$ cat src/rtl/fdiv_sequencer.sv
`default_nettype none
// ============================================================================
// Module   : fdiv_sequencer
// Purpose  : IEEE-754 single-precision divide sequencer around an external
//            fraction divider; handles specials, normalisation and rounding.
// Option   : FDIV_ROUND_NEAREST_EN -> round-to-nearest-even, else truncate.
// Revision : 1.0 - initial release
// ============================================================================
module fdiv_sequencer (
    input  logic        clock,
    input  logic        reset,
    input  logic        start,
    input  logic [31:0] a,
    input  logic [31:0] b,
    output logic [31:0] result,
    output logic [4:0]  flags,
    output logic        busy,
    output logic        ready,
    output logic [31:0] frac_a,
    output logic [31:0] frac_b,
    output logic        div_start,
    input  logic [31:0] div_q,
    input  logic        div_ready
);

    typedef enum logic [2:0] {
        S_IDLE  = 3'd0,
        S_ISSUE = 3'd1,
        S_WAIT  = 3'd2,
        S_NORM  = 3'd3,
        S_DONE  = 3'd4
    } state_t;

    localparam logic [31:0] C_QNAN    = 32'h7FC0_0000;
    localparam logic [4:0]  C_FL_NV   = 5'b10000;
    localparam logic [4:0]  C_FL_DZ   = 5'b01000;
    localparam logic [4:0]  C_FL_OF   = 5'b00101;
    localparam logic [4:0]  C_FL_UF   = 5'b00011;

    state_t r_state;
    state_t w_next;

    logic        r_sign;
    logic [7:0]  r_ea;
    logic [7:0]  r_eb;
    logic [31:0] r_q;

    // ------------------------------------------------------------------------
    // Operand classification (exponent 0 is treated as zero)
    // ------------------------------------------------------------------------
    logic w_a_emax, w_b_emax;
    logic w_a_zero, w_b_zero, w_a_inf, w_b_inf, w_a_nan, w_b_nan;
    logic w_special, w_sign, w_accept;

    assign w_a_emax  = &a[30:23];
    assign w_b_emax  = &b[30:23];
    assign w_a_zero  = ~|a[30:23];
    assign w_b_zero  = ~|b[30:23];
    assign w_a_inf   = w_a_emax & ~|a[22:0];
    assign w_b_inf   = w_b_emax & ~|b[22:0];
    assign w_a_nan   = w_a_emax & |a[22:0];
    assign w_b_nan   = w_b_emax & |b[22:0];
    assign w_special = w_a_emax | w_b_emax | w_a_zero | w_b_zero;
    assign w_sign    = a[31] ^ b[31];
    assign w_accept  = (r_state == S_IDLE) && start;

    logic [31:0] w_sp_result;
    logic [4:0]  w_sp_flags;

    always_comb begin
        w_sp_result = {w_sign, 31'd0};
        w_sp_flags  = 5'd0;
        if (w_a_nan || w_b_nan || (w_a_zero && w_b_zero) || (w_a_inf && w_b_inf)) begin
            w_sp_result = C_QNAN;
            w_sp_flags  = C_FL_NV;
        end else if (w_a_inf) begin
            w_sp_result = {w_sign, 8'hFF, 23'd0};
        end else if (w_b_zero) begin
            w_sp_result = {w_sign, 8'hFF, 23'd0};
            w_sp_flags  = C_FL_DZ;
        end
    end

    // ------------------------------------------------------------------------
    // Normalise and round the captured quotient
    // ------------------------------------------------------------------------
    logic [23:0]       w_mant;
    logic              w_guard, w_sticky, w_inc, w_carry, w_inexact;
    logic [22:0]       w_frac_r;
    logic signed [9:0] w_bias, w_exp, w_exp_r;
    logic [31:0]       w_nm_result;
    logic [4:0]        w_nm_flags;

    assign w_mant   = r_q[31] ? r_q[31:8] : r_q[30:7];
    assign w_guard  = r_q[31] ? r_q[7]    : r_q[6];
    assign w_sticky = r_q[31] ? |r_q[6:0] : |r_q[5:0];
    assign w_bias   = r_q[31] ? 10'sd127  : 10'sd126;
    assign w_exp    = $signed({2'b00, r_ea}) - $signed({2'b00, r_eb}) + w_bias;

`ifdef FDIV_ROUND_NEAREST_EN
    assign w_inc = w_guard & (w_sticky | w_mant[0]);
`else
    assign w_inc = 1'b0;
`endif

    // An all-ones mantissa that rounds up wraps the fraction to zero (1.0).
    assign w_carry   = (&w_mant) & w_inc;
    assign w_frac_r  = w_mant[22:0] + {22'd0, w_inc};
    assign w_exp_r   = w_carry ? (w_exp + 10'sd1) : w_exp;
    assign w_inexact = w_guard | w_sticky;

    always_comb begin
        w_nm_result = {r_sign, w_exp_r[7:0], w_frac_r};
        w_nm_flags  = {4'd0, w_inexact};
        if (w_exp_r >= 10'sd255) begin
            w_nm_result = {r_sign, 8'hFF, 23'd0};
            w_nm_flags  = C_FL_OF;
        end else if (w_exp_r <= 10'sd0) begin
            w_nm_result = {r_sign, 31'd0};
            w_nm_flags  = C_FL_UF;
        end
    end

    // ------------------------------------------------------------------------
    // Control FSM
    // ------------------------------------------------------------------------
    always_ff @(posedge clock or posedge reset) begin
        if (reset) begin
            r_state <= S_IDLE;
        end else begin
            r_state <= w_next;
        end
    end

    always_comb begin
        w_next    = r_state;
        busy      = 1'b0;
        ready     = 1'b0;
        div_start = 1'b0;
        case (r_state)
            S_IDLE: begin
                if (start) begin
                    w_next = w_special ? S_DONE : S_ISSUE;
                end
            end
            S_ISSUE: begin
                busy      = 1'b1;
                div_start = 1'b1;
                w_next    = S_WAIT;
            end
            S_WAIT: begin
                busy = 1'b1;
                if (div_ready) begin
                    w_next = S_NORM;
                end
            end
            S_NORM: begin
                busy   = 1'b1;
                w_next = S_DONE;
            end
            S_DONE: begin
                ready  = 1'b1;
                w_next = S_IDLE;
            end
            default: begin
                w_next = S_IDLE;
            end
        endcase
    end

    // ------------------------------------------------------------------------
    // Datapath registers
    // ------------------------------------------------------------------------
    always_ff @(posedge clock or posedge reset) begin
        if (reset) begin
            r_sign <= 1'b0;
            r_ea   <= 8'd0;
            r_eb   <= 8'd0;
            r_q    <= 32'd0;
            result <= 32'd0;
            flags  <= 5'd0;
            frac_a <= 32'd0;
            frac_b <= 32'd0;
        end else begin
            if (w_accept) begin
                r_sign <= w_sign;
                r_ea   <= a[30:23];
                r_eb   <= b[30:23];
                if (w_special) begin
                    result <= w_sp_result;
                    flags  <= w_sp_flags;
                end else begin
                    frac_a <= {1'b1, a[22:0], 8'h00};
                    frac_b <= {1'b1, b[22:0], 8'h00};
                end
            end
            if ((r_state == S_WAIT) && div_ready) begin
                r_q <= div_q;
            end
            if (r_state == S_NORM) begin
                result <= w_nm_result;
                flags  <= w_nm_flags;
            end
        end
    end

endmodule
`default_nettype wire
$ cat config.mk
export PLATFORM = sky130hd
export DESIGN_NAME = fdiv_sequencer
export DESIGN_NICKNAME = d
export VERILOG_FILES = /design/src/rtl/fdiv_sequencer.sv
export SDC_FILE = /design/constraint.sdc
export NUM_CORES = 1
export LEC_CHECK = 0
export ABC_AREA = 1
export BUFFER_PORTS_ARGS = -buffer_cell sky130_fd_sc_hd__buf_4
export CAP_MARGIN = 40
export CELL_PAD_IN_SITES_DETAIL_PLACEMENT = 1
export CELL_PAD_IN_SITES_GLOBAL_PLACEMENT = 1
export CORE_UTILIZATION = 42
export CTS_BUF_LIST = sky130_fd_sc_hd__clkbuf_8
export CTS_CLUSTER_SIZE = 12
export DETAILED_ROUTE_END_ITERATION = 8
export PLACE_DENSITY = 0.95
export RECOVER_POWER = 50
export SKIP_LAST_GASP = 1
export SLEW_MARGIN = 25
export SYNTH_ARGS = -nofsm -noshare
export SYNTH_HDL_FRONTEND = slang
export SYNTH_SLANG_ARGS = --single-unit
$ cat constraint.sdc
create_clock -name clock -period 13.1 [get_ports clock]
set_input_delay 2.62 -clock clock [delete_from_list [all_inputs] [get_ports clock]]
set_output_delay 2.62 -clock clock [all_outputs]
set_load 0.02 [all_outputs]
[After elaboration in Yosys (flattened, before gate mapping)]
Index checks and enable logic that the tools add are counted.
Widths: inputs -> output; s select.
Operators by class
  magnitude comparators: 2
  equality and inequality tests: 6
  reduce and logical (&&, ||, !) cells: 26
  muxes and demuxes: 27
  bitwise gates (word level): 10
  add/subtract/negate cells: 2
Operators by type and width (count)
  $mux 32: 4
  $mux 31: 4
  $reduce_or 23->1: 2
  $mux 23: 1
  $mux 5: 4
  $reduce_and 8->1: 2
  $reduce_or 8->1: 2
  $mux 3: 4
  $pmux 3 s4: 1
  $add 9x8->10: 1
  $ge 10x9->1 const B: 1
  $le 10x1->1 const B: 1
  $sub 8x8->9: 1
  $mux 4: 2
  $reduce_or 7->1: 1
  $eq 3x2->1 const B: 2
  $mux 1: 6
  $reduce_and 2->1: 3
  $reduce_or 6->1: 1
  $and 1x1->1: 4
  $logic_and 1x1->1: 4
  $logic_not 1->1: 4
  $ne 2x2->1 const B: 2
  $or 1x1->1: 4
  other kinds (9): 12
Storage, ports and cells
  output and inout port bits: 104
  input bits: 100
  register bits after elaboration: 137
  logic and storage cells: 82

[Longest topological paths before layout]
Gate-level depths: netlist of the first run.
  depth after elaboration: 9
  gate-level depth with buffers: 22
  depth with buffers taken out: 21

[Least setup slack after synthesis of the first run]
Ideal clock, no wire load.
  kind: input port to flip-flop
  start point: in b[23]
  end point: reg flags[3]
  data required time: 12.966 ns
  setup slack: 9.047 ns
  buffers on the path: 2
  arrival: 3.918 ns
  cell stages on the path: 12
  setup time: 0.134 ns
  cells stage by stage: nor4_1 > nand2_1 > inv_1 > nor2_1 > nand2_1 > inv_1 > nor2_1 > nor2_1 > buf_2 > clkbuf_1 > nand2_1 > o21ai_0
On the way
  word-level cells in the longest chain between the ends: 9
  elaborated cells on any way between the ends: 21
  those cells by class: mux: 6; bitwise: 5; reduce/logical: 10
Ends and longest elaborated chain
  from (decl): RTL line 14  | input logic [31:0] b,
  $reduce_and 8->1 / $reduce_or 8->1 (equally long branches): RTL line 56, 58
  $and 1x1->1 / $logic_not 1->1 (equally long branches): RTL line 62, 58
  $logic_or 1x1->1 / $logic_and 1x1->1 (equally long branches): RTL line 73  | if (w_a_nan || w_b_nan || (w_a_zero && w_b_zero) || (w_a_inf && w_b_inf)) begin
  $logic_or 1x1->1 (2 in series): RTL line 73
  $mux 5: RTL line 73
  $mux 5: RTL line 189  | if (w_special) begin
  $mux 5: RTL line 185  | if (w_accept) begin
  $mux 5: RTL line 200  | if (r_state == S_NORM) begin
  to (signal assigned): RTL line 191  | flags <= w_sp_flags;
  to (signal assigned): RTL line 202  | flags <= w_nm_flags;
  to (decl): RTL line 16  | output logic [4:0] flags,
Several ways; a longest one is shown, not always the timed one. The select of a mux whose other input is x is not followed.
A chain may end at the register's enable or synchronous reset.

==> results.md, run 1 <==
- Status: complete, but fails checks
- Failing checks: capacitance limit, slew limit
- # DRC: 0
- Lkg Pwr: between 4 and 5 nW
- Post-Syn Area: between 6000 and 7000 sq um
- Post-route setup TNS: 0 ns
- Layout Skew: between 0.009 and 0.01 ns
- Endpoints failing hold: 0
- Fin Hold WS: 0.474 ns
- Die width: ~130 um
- Htree depth: 4
- Setup ws final: slightly below 6 ns
- RSZ-0062 raised after global routing: no
- Final count of negative-setup-slack endpoints: 0
- Final cell count without fillers: 1,260
- Ys async rst share: between 90% and 100%
- Synth area leader: dfrtp_1
- Antenna Violating Nets Remaining: 0
- Avg Cell Area, Syn: 8.16 sq um
- Clock root buffer: clkbuf_8
- CTS tree: done
- Worst slew pin tran: between 2 and 3 ns
- Post-synth cell types: between 40 and 50
- Gate Count Post-Synth: 850
- Final core utilization: a little under three fifths
- Antenna violations before repair: 1
- Filler cells: 1,991
- Synth warn: 0
- Rows: between 40 and 50
- Max VDD drop: 130 uV
- Max-Cap Viols: 3
- Global-route wire length before repair: roughly 34,000 um
- Setup bufs post-CTS: 0
- FF/Latch Area: 3400 sq um
- Pre-antenna DRT Iters: 4
- M1 WL: 8850 um
- Routed wire length: 21,700 um
- Share of cells above drive strength 1: 27.7%
- Skew-Pair Late Insertion Delay: roughly 0.46 ns
- Vias per std cell: about 5.1
- Vias in the first global route: 6,783
- Grt total ovfl: 0
- Relative slew slack: -94.6%
- Top Metal Used: met4
- Crit. End Element: async pin
- Setup CP Type: in -> async
- Cell Pwr Density: 308 nW/um^2
- Design Area, Final: roughly 8900 sq um
- I/O pins: just over 200
- Die footprint: 17,000 sq um
- Area contributors post-synth: dfrtp_1, nand2_1, inv_1
- Sequential share of the synthesized area: between 40 and 50%
- Met2 WL: between 10,000 and 15,000 um
- Final period util: around 56%
- Post-CTS resize count: 0
- Dpl cell area: 8460 sq um
- Clk sink count: roughly 140
- Maximum net fanout on the critical path: 66
- Starting DRC count in detailed routing: 335
- Setup crit start: reset
- Multi-input logic area: between 3000 and 4000 sq um
- Worst Hold Launch: frac_a[21]$_DFFE_PP0P_
- Total global-route track usage: between 20% and 30%
- CTS Buf Count: 17
- Post-placement setup slack: just over 8 ns
- Final Max Slew Viols: ~140
- Minimum clock period: 7.32 ns
- Routed vias: about 6,400
- Number of flops mapped to enable cells by yosys: 0
- Most frequent cells in the layout: nand2_1, buf_4, dfrtp_1, inv_1, nor2_1
- Top-area cell type share of the netlist area: roughly half
- Initial Util: a little over two fifths
- Nets: roughly 1,100
- Largest net degree at the start of global routing: 67
- CTS Hold Bufs: 0
- Commonest non-fill, non-tap cell in the layout: nand2_1
- Syn-to-layout area delta: 27.8%
- Avg WL per Cell: 17.3 um
- Arr. time, crit path: about 7.4 ns
- Crit path launch type: input port
- RR Startpoint: r_ea[0]$_DFFE_PP0P_
- Wire length on met3: 923 um
- Placed Cells incl. Taps: about 1,200
- Die Span Y: between 100 and 150 um
- Detailed placer's ending HPWL: 16,000 um
- WP data required: 13.21 ns
- Core area: 16,000 sq um
- IO buf count: around 190
- Max clock buf depth: 2
- HP Class: reg -> reg
- Placer Congestion: 0.845
- Primary FF master, synth: dfrtp_1
- Seq cells post-synth: around 140
- Fmax achieved: roughly 140 MHz
- Power, Total: around 2.7 mW
- Clock Pin Slew Worst Setup and Hold Paths: 0.08 ns
-- layer usage --
layer  up-vias  global-route usage (%)
li1       3030                       -
met2       171                    47.3
met3        49                    5.42
met4         0                    11.8
met1      3172                    31.6
met5         -                       0
-- sequential cells by signal, indices dropped and copies added (netlist names) --
signal,flops
r_eb,8
r_sign,1
frac_a,23
result,32
r_q,32
r_ea,8
flags,5
frac_b,24
r_state,3
-- worst max-delay path, stage by stage --
cell and delay [ns]:
clkbuf_4 0.11, clkinvlp_2 1.62, clkbuf_1 1.35, clkbuf_1 1.68
-- cell families (layout without fill, tap and decap cells) --
| family | after synthesis | after routing | share of synthesized area, % |
|---|---|---|---|
| buf+inv | 112 | 290 | 7.95 |
| xor+xnor | 1 | 1 | 0.126 |
| other cells | 1 | 17 | 0.0540 |
| mux | 19 | 19 | 3.08 |
| compound gates | 95 | 95 | 7.30 |
| fa+ha+maj | 11 | 11 | 2.09 |
| flops | 136 | 136 | 49.0 |
| simple gates | 475 | 475 | 30.3 |
-- power breakdown --
| part | switching [mW] | internal, mW |
|---|---|---|
| combinational | 1.05 | 0.540 |
| sequential | 0.120 | 0.609 |
| clock | 0.176 | 0.233 |
| total | 1.35 | 1.38 |
-- path summary, 6_finish.rpt --
check / to / slack [ns] / cells after the start
setup / recovery: frac_b[14]$_DFFE_PP0P_ / 5.78 / 4
hold / removal: frac_a[21]$_DFFE_PP0P_ / 0.47 / 2
setup reg to reg: result[28]$_DFFE_PP0P_ / 9.77 / 18
hold reg to reg: frac_a[21]$_DFFE_PP0P_ / 0.47 / 2
max in group clock: result[28]$_DFFE_PP0P_ / 8.62 / 13
min in group asynchronous: r_q[18]$_DFFE_PP0P_ / 2.98 / 2
-- cell usage after synthesis (2+ instances only) --
cell type	count
buf_4	17
nand2_4	4
nand3b_1	2
nor4_1	16
or2_2	2
nor2_1	59
nand3_1	30
mux2_2	19
buf_6	5
nor3_1	4
nand3_4	3
inv_1	60
a21oi_1	28
clkbuf_1	19
o21ai_0	31
ha_1	10
nand3_2	5
nand4_1	3
nor2_2	6
inv_2	3
nor2_4	5
o21ai_1	28
buf_2	2
nand2_1	318
nand2_2	15
buf_1	3
dfrtp_1	136
-- area by class of cell --
| cell class | count | share of cell area (%) |
|---|---|---|
| diodes | 1 | 0.0282 |
| clock buffers | 18 | 2.79 |
| clock inverters | 14 | 2.47 |
| inverters | 64 | 2.74 |
| multi-input cells | 617 | 34.4 |
| flip-flops and latches | 136 | 38.4 |
| well taps | 216 | 3.05 |
| repair buffers | 194 | 16.1 |
Power figures use the tool's default switching activity.
==> inputs of run 2 (changes only) <==
--- a/config.mk
+++ b/config.mk
@@ -5,16 +5,16 @@
 export SDC_FILE = /design/constraint.sdc
 export NUM_CORES = 1
 export LEC_CHECK = 0
-export ABC_AREA = 1
+export ABC_AREA = 0
 export BUFFER_PORTS_ARGS = -buffer_cell sky130_fd_sc_hd__buf_4
 export CAP_MARGIN = 40
 export CELL_PAD_IN_SITES_DETAIL_PLACEMENT = 1
 export CELL_PAD_IN_SITES_GLOBAL_PLACEMENT = 1
-export CORE_UTILIZATION = 42
+export CORE_UTILIZATION = 38
 export CTS_BUF_LIST = sky130_fd_sc_hd__clkbuf_8
 export CTS_CLUSTER_SIZE = 12
 export DETAILED_ROUTE_END_ITERATION = 8
-export PLACE_DENSITY = 0.95
+export PLACE_DENSITY = 0.91
 export RECOVER_POWER = 50
 export SKIP_LAST_GASP = 1
 export SLEW_MARGIN = 25
==> constraint.sdc (replaced) <==
create_clock -name clock -period 5.9 [get_ports clock]
set_input_delay 1.18 -clock clock [delete_from_list [all_inputs] [get_ports clock]]
set_output_delay 1.18 -clock clock [all_outputs]
set_load 0.02 [all_outputs]
==> run 2 against run 1 <==
  * The run still ends with capacitance limit, slew limit left
  * Die area up 9.8%
  * Highest routed layer is now met5
  * Setup slack got worse by 3.6 ns
  * Critical endpoint is now result[24]$_DFFE_PP0P_
  * Core utilization shrank 5.0 points
  * Via count fell by 17%
  * First-iteration DRC count down 33%
  * Global-route usage down 4.7 points
  * Sequential cell count unchanged
==> results.md, run 2 <==
- Status: complete, but fails checks
- Failing checks: capacitance limit, slew limit
- Multi-input logic area: 3180 sq um (+4.1%)
- Worst slew pin tran: 1.87 ns (-1.03 ns)
- Final period util: between 60% and 70%
- Crit path launch type: input port
- Syn-to-layout area delta: 28.1%
- Total global-route track usage: 22.1% (-4.7 points)
- Ys async rst share: 100% (unchanged)
- Post-route setup TNS: 0 ns (unchanged)
- Lkg Pwr: 4.09 nW (-13%)
- Fin Hold WS: 0.492 ns (+0.0175 ns)
- Maximum net fanout on the critical path: 33 (-50%)
- Core area: 17,500 sq um (+9.6%)
- Initial Util: 39.4% (-4.0 points)
- Most frequent cell after synthesis: dfrtp_1
- Post-CTS resize count: 0 (unchanged)
- Synth warn: 0 (unchanged)
- Most frequent cells in the layout: buf_4, dfrtp_1, mux2_2, nand2_1
- Clock Pin Slew Worst Setup and Hold Paths: 0.08 ns (about the same)
- CTS Hold Bufs: 0 (unchanged)
- Synth area leader: dfrtp_1
- Crit. End Element: flop
- Top-area cell type share of the netlist area: 49.3% (+0.27 points)
- Routed wire length: 19,600 um (-10%)
- Antenna Violating Nets Remaining: 0 (unchanged)
- Clock root buffer: clkbuf_8
- Post-Syn Area: 6900 sq um (-0.54%)
- Flop2flop setup slack: 2.26 ns (-7.51 ns)
- Rows: 48 (+4.3%)
- Cell Pwr Density: 681 nW/um^2 (+120%)
- Final count of negative-setup-slack endpoints: 0 (unchanged)
- HP Class: reg -> reg
- Number of diodes: 0 (-1)
- Sequential share of the synthesized area: 49.3% (+0.27 points)
- Placer Congestion: 0.845 (unchanged)
- Share of cells above drive strength 1: 45.5% (+18 points)
- Htree depth: 4 (unchanged)
- RR Startpoint: r_ea[0]$_DFFE_PP0P_
- Worst path buffer plus inverter count: 3 (-1)
- Clk sink count: 136 (unchanged)
- Critical path's largest stage delay: 0.96 ns (-0.72 ns)
- Final Max Slew Viols: 33 (-77%)
- Die width: 137 um (+4.8%)
- Minimum clock period: about 3.7 ns
- Post-synth cell types: 67 (+52%)
- Worst path top cell family by delay: buffers and inverters
- Seq cells post-synth: 136 (unchanged)
- Biggest regs: r_q x32, result x32, frac_b x24
- I/O pins: 204 (unchanged)
- Max-Cap Viols: 1 (-2)
- Commonest non-fill, non-tap cell in the layout: buf_4
- Avg Cell Area, Syn: 12.1 sq um (+48%)
- Layout Skew: 0.0110 ns (+0.00165 ns)
- CP max-delay cell: clkbuf_1
- Fmax achieved: 270 MHz
- Routed vias: 5,355 (-17%)
- Avg WL per Cell: 19.7 um (+14%)
- Post-placement setup slack: 2.31 ns (-5.89 ns)
- Filler cells: 1,926 (-3.3%)
- Nets: 865 (-24%)
- Primary FF master, synth: dfrtp_1
- Skew-Pair Late Insertion Delay: 0.45 ns (about the same)
- Setup ws final: 2.20 ns (-3.58 ns)
- Starting DRC count in detailed routing: 226 (-33%)
- Worst R2R End: result[20]$_DFFE_PP0P_
- Worst path cell trace: clkbuf_4, nor4b_1, clkbuf_1, nand2b_1, and2_1, buf_4, a221oi_1, o21ai_0
- Antenna violations before repair: 1 (unchanged)
- Max clock buf depth: 2 (unchanged)
- Detailed placer's ending HPWL: 14,400 um (-10%)
- Setup bufs post-CTS: 0 (unchanged)
- CTS tree: done
- Endpoints failing hold: 0 (unchanged)
- # DRC: 0 (unchanged)
- Vias in the first global route: 5,941 (-12%)
- Placed Cells incl. Taps: 959 (-22%)
- Setup CP Type: in -> reg
- IO buf count: 187 (unchanged)
- Area contributors post-synth: dfrtp_1, mux2_2, o41ai_2
- CTS Buf Count: 17 (unchanged)
- Global-route wire length before repair: 31,400 um (-8.9%)
- WP data required: 6.21 ns (-7.00 ns)
- Vias per std cell: 5.40 (+5.9%)
- Die footprint: 18,700 sq um (+9.8%)
- Max VDD drop: 407 uV (+210%)
- Largest net degree at the start of global routing: 83 (+24%)
- Pre-antenna DRT Iters: 4 (unchanged)
- Worst hold stages: 2 (unchanged)
- Worst Hold Launch: result[14]$_DFFE_PP0P_
- Hold Path Sink: result[14]$_DFFE_PP0P_
- Number of flops mapped to enable cells by yosys: 0 (unchanged)
- Grt total ovfl: 0 (unchanged)
- RSZ-0062 raised after global routing: no
- Arr. time, crit path: 4.00 ns (-3.43 ns)
- Final cell count without fillers: 992 (-21%)
- Die Span Y: 137 um (+4.8%)
- Relative slew slack: -24.8% (+70 points)
- Top post-synthesis cells by count: dfrtp_1, mux2_2, nand2_1
- R2R cell count: 12 (-6)
- FF/Latch Area: 3400 sq um (unchanged)
- Gate Count Post-Synth: 572 (-33%)
-- run 2: per-layer routing --
metal	routed length [um]	track usage, %	part of all wire [%]	vias up
li1	-	-	-	2441
met4	833	12.6	4.3	2
met5	17	0	0.087	-
met3	965	5.26	4.9	57
met1	7610	25.1	39	2698
met2	10100	38.0	52	157
-- run 2: kinds of logic after synthesis --
group,share of synthesized area (%)
AND/OR/NAND/NOR,10.3
adder cells (fa/ha/maj),2.10
buffers and inverters,5.53
AO/OA/AOI/OAI,13.7
flip-flops,49.3
other,0.0543
multiplexers,17.5
XOR/XNOR,1.50
-- run 2: how the worst max path moves through the flow --
stage                              startpoint                      to  slack [ns]  cells after the start
final                                   start  result[24]$_DFFE_PP0P_        2.20                      8
after global routing      r_ea[0]$_DFFE_PP0P_  result[21]$_DFFE_PP0P_        2.00                     12
after CTS                 r_ea[0]$_DFFE_PP0P_  result[20]$_DFFE_PP0P_        2.25                     12
after detailed placement  r_ea[0]$_DFFE_PP0P_  result[20]$_DFFE_PP0P_        2.31                     12
after global placement    r_ea[0]$_DFFE_PP0P_   result[4]$_DFFE_PP0P_        2.35                     12
after floorplan                         reset    flags[0]$_DFFE_PP0P_        1.08                      1
-- run 2: area by class of cell --
type                       count  area share [%]
clock inverter                11            1.36
clock buffer                  21            3.27
tap                          225            3.18
sequential                   136            38.5
inverter                      18           0.778
timing repair buffer         197            17.0
multi-input combinational    384            35.9
-- run 2: power breakdown --
part	total [mW]	switching [mW]	internal (mW)
Sequential	1.68	0.300	1.38
Combinational	3.55	2.05	1.51
Clock	0.789	0.369	0.419
Total	6.02	2.71	3.31
-- run 2: worst reg2reg max path: stages, from the launching register on --
cell,delay [ns]
dfrtp_1,0.36
inv_1,0.07
ha_1,0.20
inv_1,0.07
fa_1,0.45
xnor2_1,0.41
nand2_1,0.25
a221o_2,0.43
nor3b_4,0.33
a32o_1,0.26
and2_1,0.13
buf_4,0.35
o41ai_1,0.16
-- run 2: per-stage QoR --
stage	instance area [sq um]	util (%)	power, mW
global placement	8410	47.9	5.09
detailed placement	8430	48.1	5.25
finish	8840	50.4	6.02
global route	8840	50.4	6.42
floorplan	6960	-	4.24
CTS	8840	50.4	6.07
==> inputs of run 3 (changes only) <==
--- a/config.mk
+++ b/config.mk
@@ -10,11 +10,11 @@
 export CAP_MARGIN = 40
 export CELL_PAD_IN_SITES_DETAIL_PLACEMENT = 1
 export CELL_PAD_IN_SITES_GLOBAL_PLACEMENT = 1
-export CORE_UTILIZATION = 38
+export CORE_UTILIZATION = 42
 export CTS_BUF_LIST = sky130_fd_sc_hd__clkbuf_8
 export CTS_CLUSTER_SIZE = 12
 export DETAILED_ROUTE_END_ITERATION = 8
-export PLACE_DENSITY = 0.91
+export PLACE_DENSITY = 0.95
 export RECOVER_POWER = 50
 export SKIP_LAST_GASP = 1
 export SLEW_MARGIN = 25
==> constraint.sdc (replaced) <==
create_clock -name clock -period 3.5 [get_ports clock]
set_input_delay 0.7 -clock clock [delete_from_list [all_inputs] [get_ports clock]]
set_output_delay 0.7 -clock clock [all_outputs]
set_load 0.02 [all_outputs]
==> run 3 against run 2 <==
  * The flow still finishes with violations (capacitance limit, slew limit)
  * Cell count decreased by 0.71%
  * Count of clock-buffer cells in the layout decreased by 2
  * Combinational power increased by 71%
  * Critical path depth increased by 4
  * Power increased by 69%
  * Sequential cell count unchanged
  * Via count about the same
  * Sequential power increased by 69%
  * First-iteration DRC count increased by 12%
  * Wire length increased by 2.0%
  * Critical endpoint is now result[3]$_DFFE_PP0P_
  * Largest cell class unchanged
  * Largest power group unchanged
==> results.md, run 3 (synthesized netlist as in run 2, its figures left out) <==
- Core area: 15,900 sq um (-9.1%)
- I/O pins: 204 (unchanged)
- Arr. time, crit path: 3.71 ns (-0.29 ns)
- Worst slew pin tran: 1.88 ns (+0.0126 ns)
- Nets: 867 (+0.23%)
- Worst path buffer plus inverter count: 3 (unchanged)
- Final period util: 96.7%
- Final count of negative-setup-slack endpoints: 0 (unchanged)
- Routed vias: 5,351 (-0.075%)
- Grt total ovfl: 0 (unchanged)
- Lkg Pwr: 4.02 nW (-1.8%)
- Cell Pwr Density: 1160 nW/um^2 (+70%)
- CTS tree: done
- M2 GR Usage: 44.8% (+6.8 points)
- Pre-antenna DRT Iters: 4 (unchanged)
- Htree depth: 4 (unchanged)
- Max-Cap Viols: 1 (unchanged)
- Power, Total: 10.2 mW (+69%)
- Minimum clock period: between 3 and 4 ns
- Final Max Slew Viols: 137 (+320%)
- GR peak layer: met2
- Antenna Violating Nets Remaining: 0 (unchanged)
- Die width: 130 um (-4.8%)
- Most used cell, CP: inv_1
- Clock root buffer: clkbuf_8
- CTS Hold Bufs: 0 (unchanged)
- Failing checks: capacitance limit, slew limit
- CTS Buf Count: 17 (unchanged)
- Rows: 46 (-4.2%)
- Status: complete, but fails checks
- Fmax achieved: approximately 300 MHz
- Share of cells above drive strength 1: 42.1% (-3.4 points)
- Maximum net fanout on the critical path: 23 (-30%)
- Global-route wire length before repair: 31,300 um (-0.20%)
- Antenna violations before repair: 0 (-1)
- Most frequent cells in the layout: buf_4, dfrtp_1, mux2_2, nand2_1, clkbuf_1
- HP Class: in -> reg
- Crit path launch type: flop
- Vias per std cell: 5.43 (+0.64%)
- Initial Util: 43.3% (+3.9 points)
- Crit. End Element: flop
- Skew-Pair Late Insertion Delay: 0.44 ns (about the same)
- CP max-delay cell: a221o_2
- Critical path's largest stage delay: 0.47 ns (-0.49 ns)
- Setup CP Type: reg -> reg
- IO buf count: 187 (unchanged)
- Relative slew slack: -25.6% (-0.84 points)
- # DRC: 0 (unchanged)
- Die Span Y: 130 um (-4.8%)
- Max clock buf depth: 2 (unchanged)
- Largest net degree at the start of global routing: 137 (+65%)
- Clk sink count: 136 (unchanged)
- Starting DRC count in detailed routing: 252 (+12%)
- Placed Cells incl. Taps: 952 (-0.73%)
- Biggest regs: r_q x32, result x32, frac_b x24
- Fin Hold WS: 0.488 ns (-0.00317 ns)
- Worst path cell trace: inv_1, ha_1, inv_1, fa_2, and3_1, or3_4, a221o_2, mux2i_1, a32o_1, and2_1, buf_12, o41ai_4
- Vias in the first global route: 5,957 (+0.27%)
- Avg WL per Cell: 20.3 um (+2.7%)
- Layout Skew: 0.0130 ns (+0.00204 ns)
- Number of diodes: 0 (unchanged)
- Placer Congestion: 0.836 (-1.1%)
- Post-route setup TNS: 0 ns (unchanged)
- Max VDD drop: 675 uV (+66%)
- Syn-to-layout area delta: 27.3%
- Global routing usage on met3: 5.82% (+0.56 points)
- Die footprint: 16,900 sq um (-9.4%)
- GR Layer Usage met1: 27.0% (+1.9 points)
- Final cell count without fillers: 985 (-0.71%)
- WP data required: 3.83 ns (-2.38 ns)
- Commonest non-fill, non-tap cell in the layout: buf_4
- Routed wire length: 20,000 um (+2.0%)
- Worst path top cell family by delay: compound AO/OA/AOI/OAI gates
- Clock Pin Slew Worst Setup and Hold Paths: 0.08 ns (about the same)
- Detailed placer's ending HPWL: 14,300 um (-0.64%)
- Endpoints failing hold: 0 (unchanged)
- Final core utilization: 55.1% (+4.7 points)
- Total global-route track usage: 24.5% (+2.4 points)
run 3: cell count changes in the layout (fill, tap and decap cells not counted), moves of 2 or more:
cell and delta:
buf_12 +3, buf_4 -30, clkbuf_1 +30, clkbuf_8 -2
inv_1 +2, o41ai_1 -2, o41ai_4 +2
run 3: power breakdown:
part | switching [mW] | internal (mW) | total, mW
logic | 3.57 | 2.50 | 6.07
registers | 0.513 | 2.33 | 2.84
clock network | 0.623 | 0.666 | 1.29
run 3: area by class of cell:
cell class                 count  area [sq um]
fill                        1702          7150
sequential                   136          3400
multi-input combinational    384          3230
timing repair buffer         199          1430
tap                          216           270
clock buffer                  19           262
clock inverter                13           129
inverter                      18          68.8
run 3: layer usage:
layer / vias up / routed length (um)
li1: 2430 / -
met1: 2718 / 7640
met2: 164 / 11000
met3: 39 / 790
met4: 0 / 570
met5: - / 0
run 3: timing repair:
action / 4_1_cts / 5_1_grt
gates resized for setup: 0 / 8
buffers inserted: 0 / 1
endpoints found under the setup margin: 0 / 29
endpoints found under the hold margin: 0 / 0
run 3: path summary, 6_finish.rpt:
path / startpoint / endpoint / slack, ns / cells after the start
max in group asynchronous: reset / r_ea[5]$_DFFE_PP0P_ / 1.38 / 3
min in group asynchronous: reset / r_q[13]$_DFFE_PP0P_ / 0.95 / 3
max: r_ea[0]$_DFFE_PP0P_ / result[3]$_DFFE_PP0P_ / 0.11 / 12
max reg2reg: r_ea[0]$_DFFE_PP0P_ / result[3]$_DFFE_PP0P_ / 0.11 / 12
min reg2reg: result[9]$_DFFE_PP0P_ / result[9]$_DFFE_PP0P_ / 0.50 / 2
min: b[24] / r_eb[1]$_DFFE_PP0P_ / 0.49 / 3
run 3: per-stage QoR:
step	instance area (sq um)	setup WS (ns)
after floorplan	6960	0.288
after global placement	8480	0.214
after detailed placement	8480	0.0629
after CTS	8870	0.00438
after global routing	8790	-0.0358
final	8790	0.115
run 3: worst min-delay path, stage by stage:
cell and delay [ns]:
buf_4 0.09, nand2_1 0.04, o21ai_0 0.06
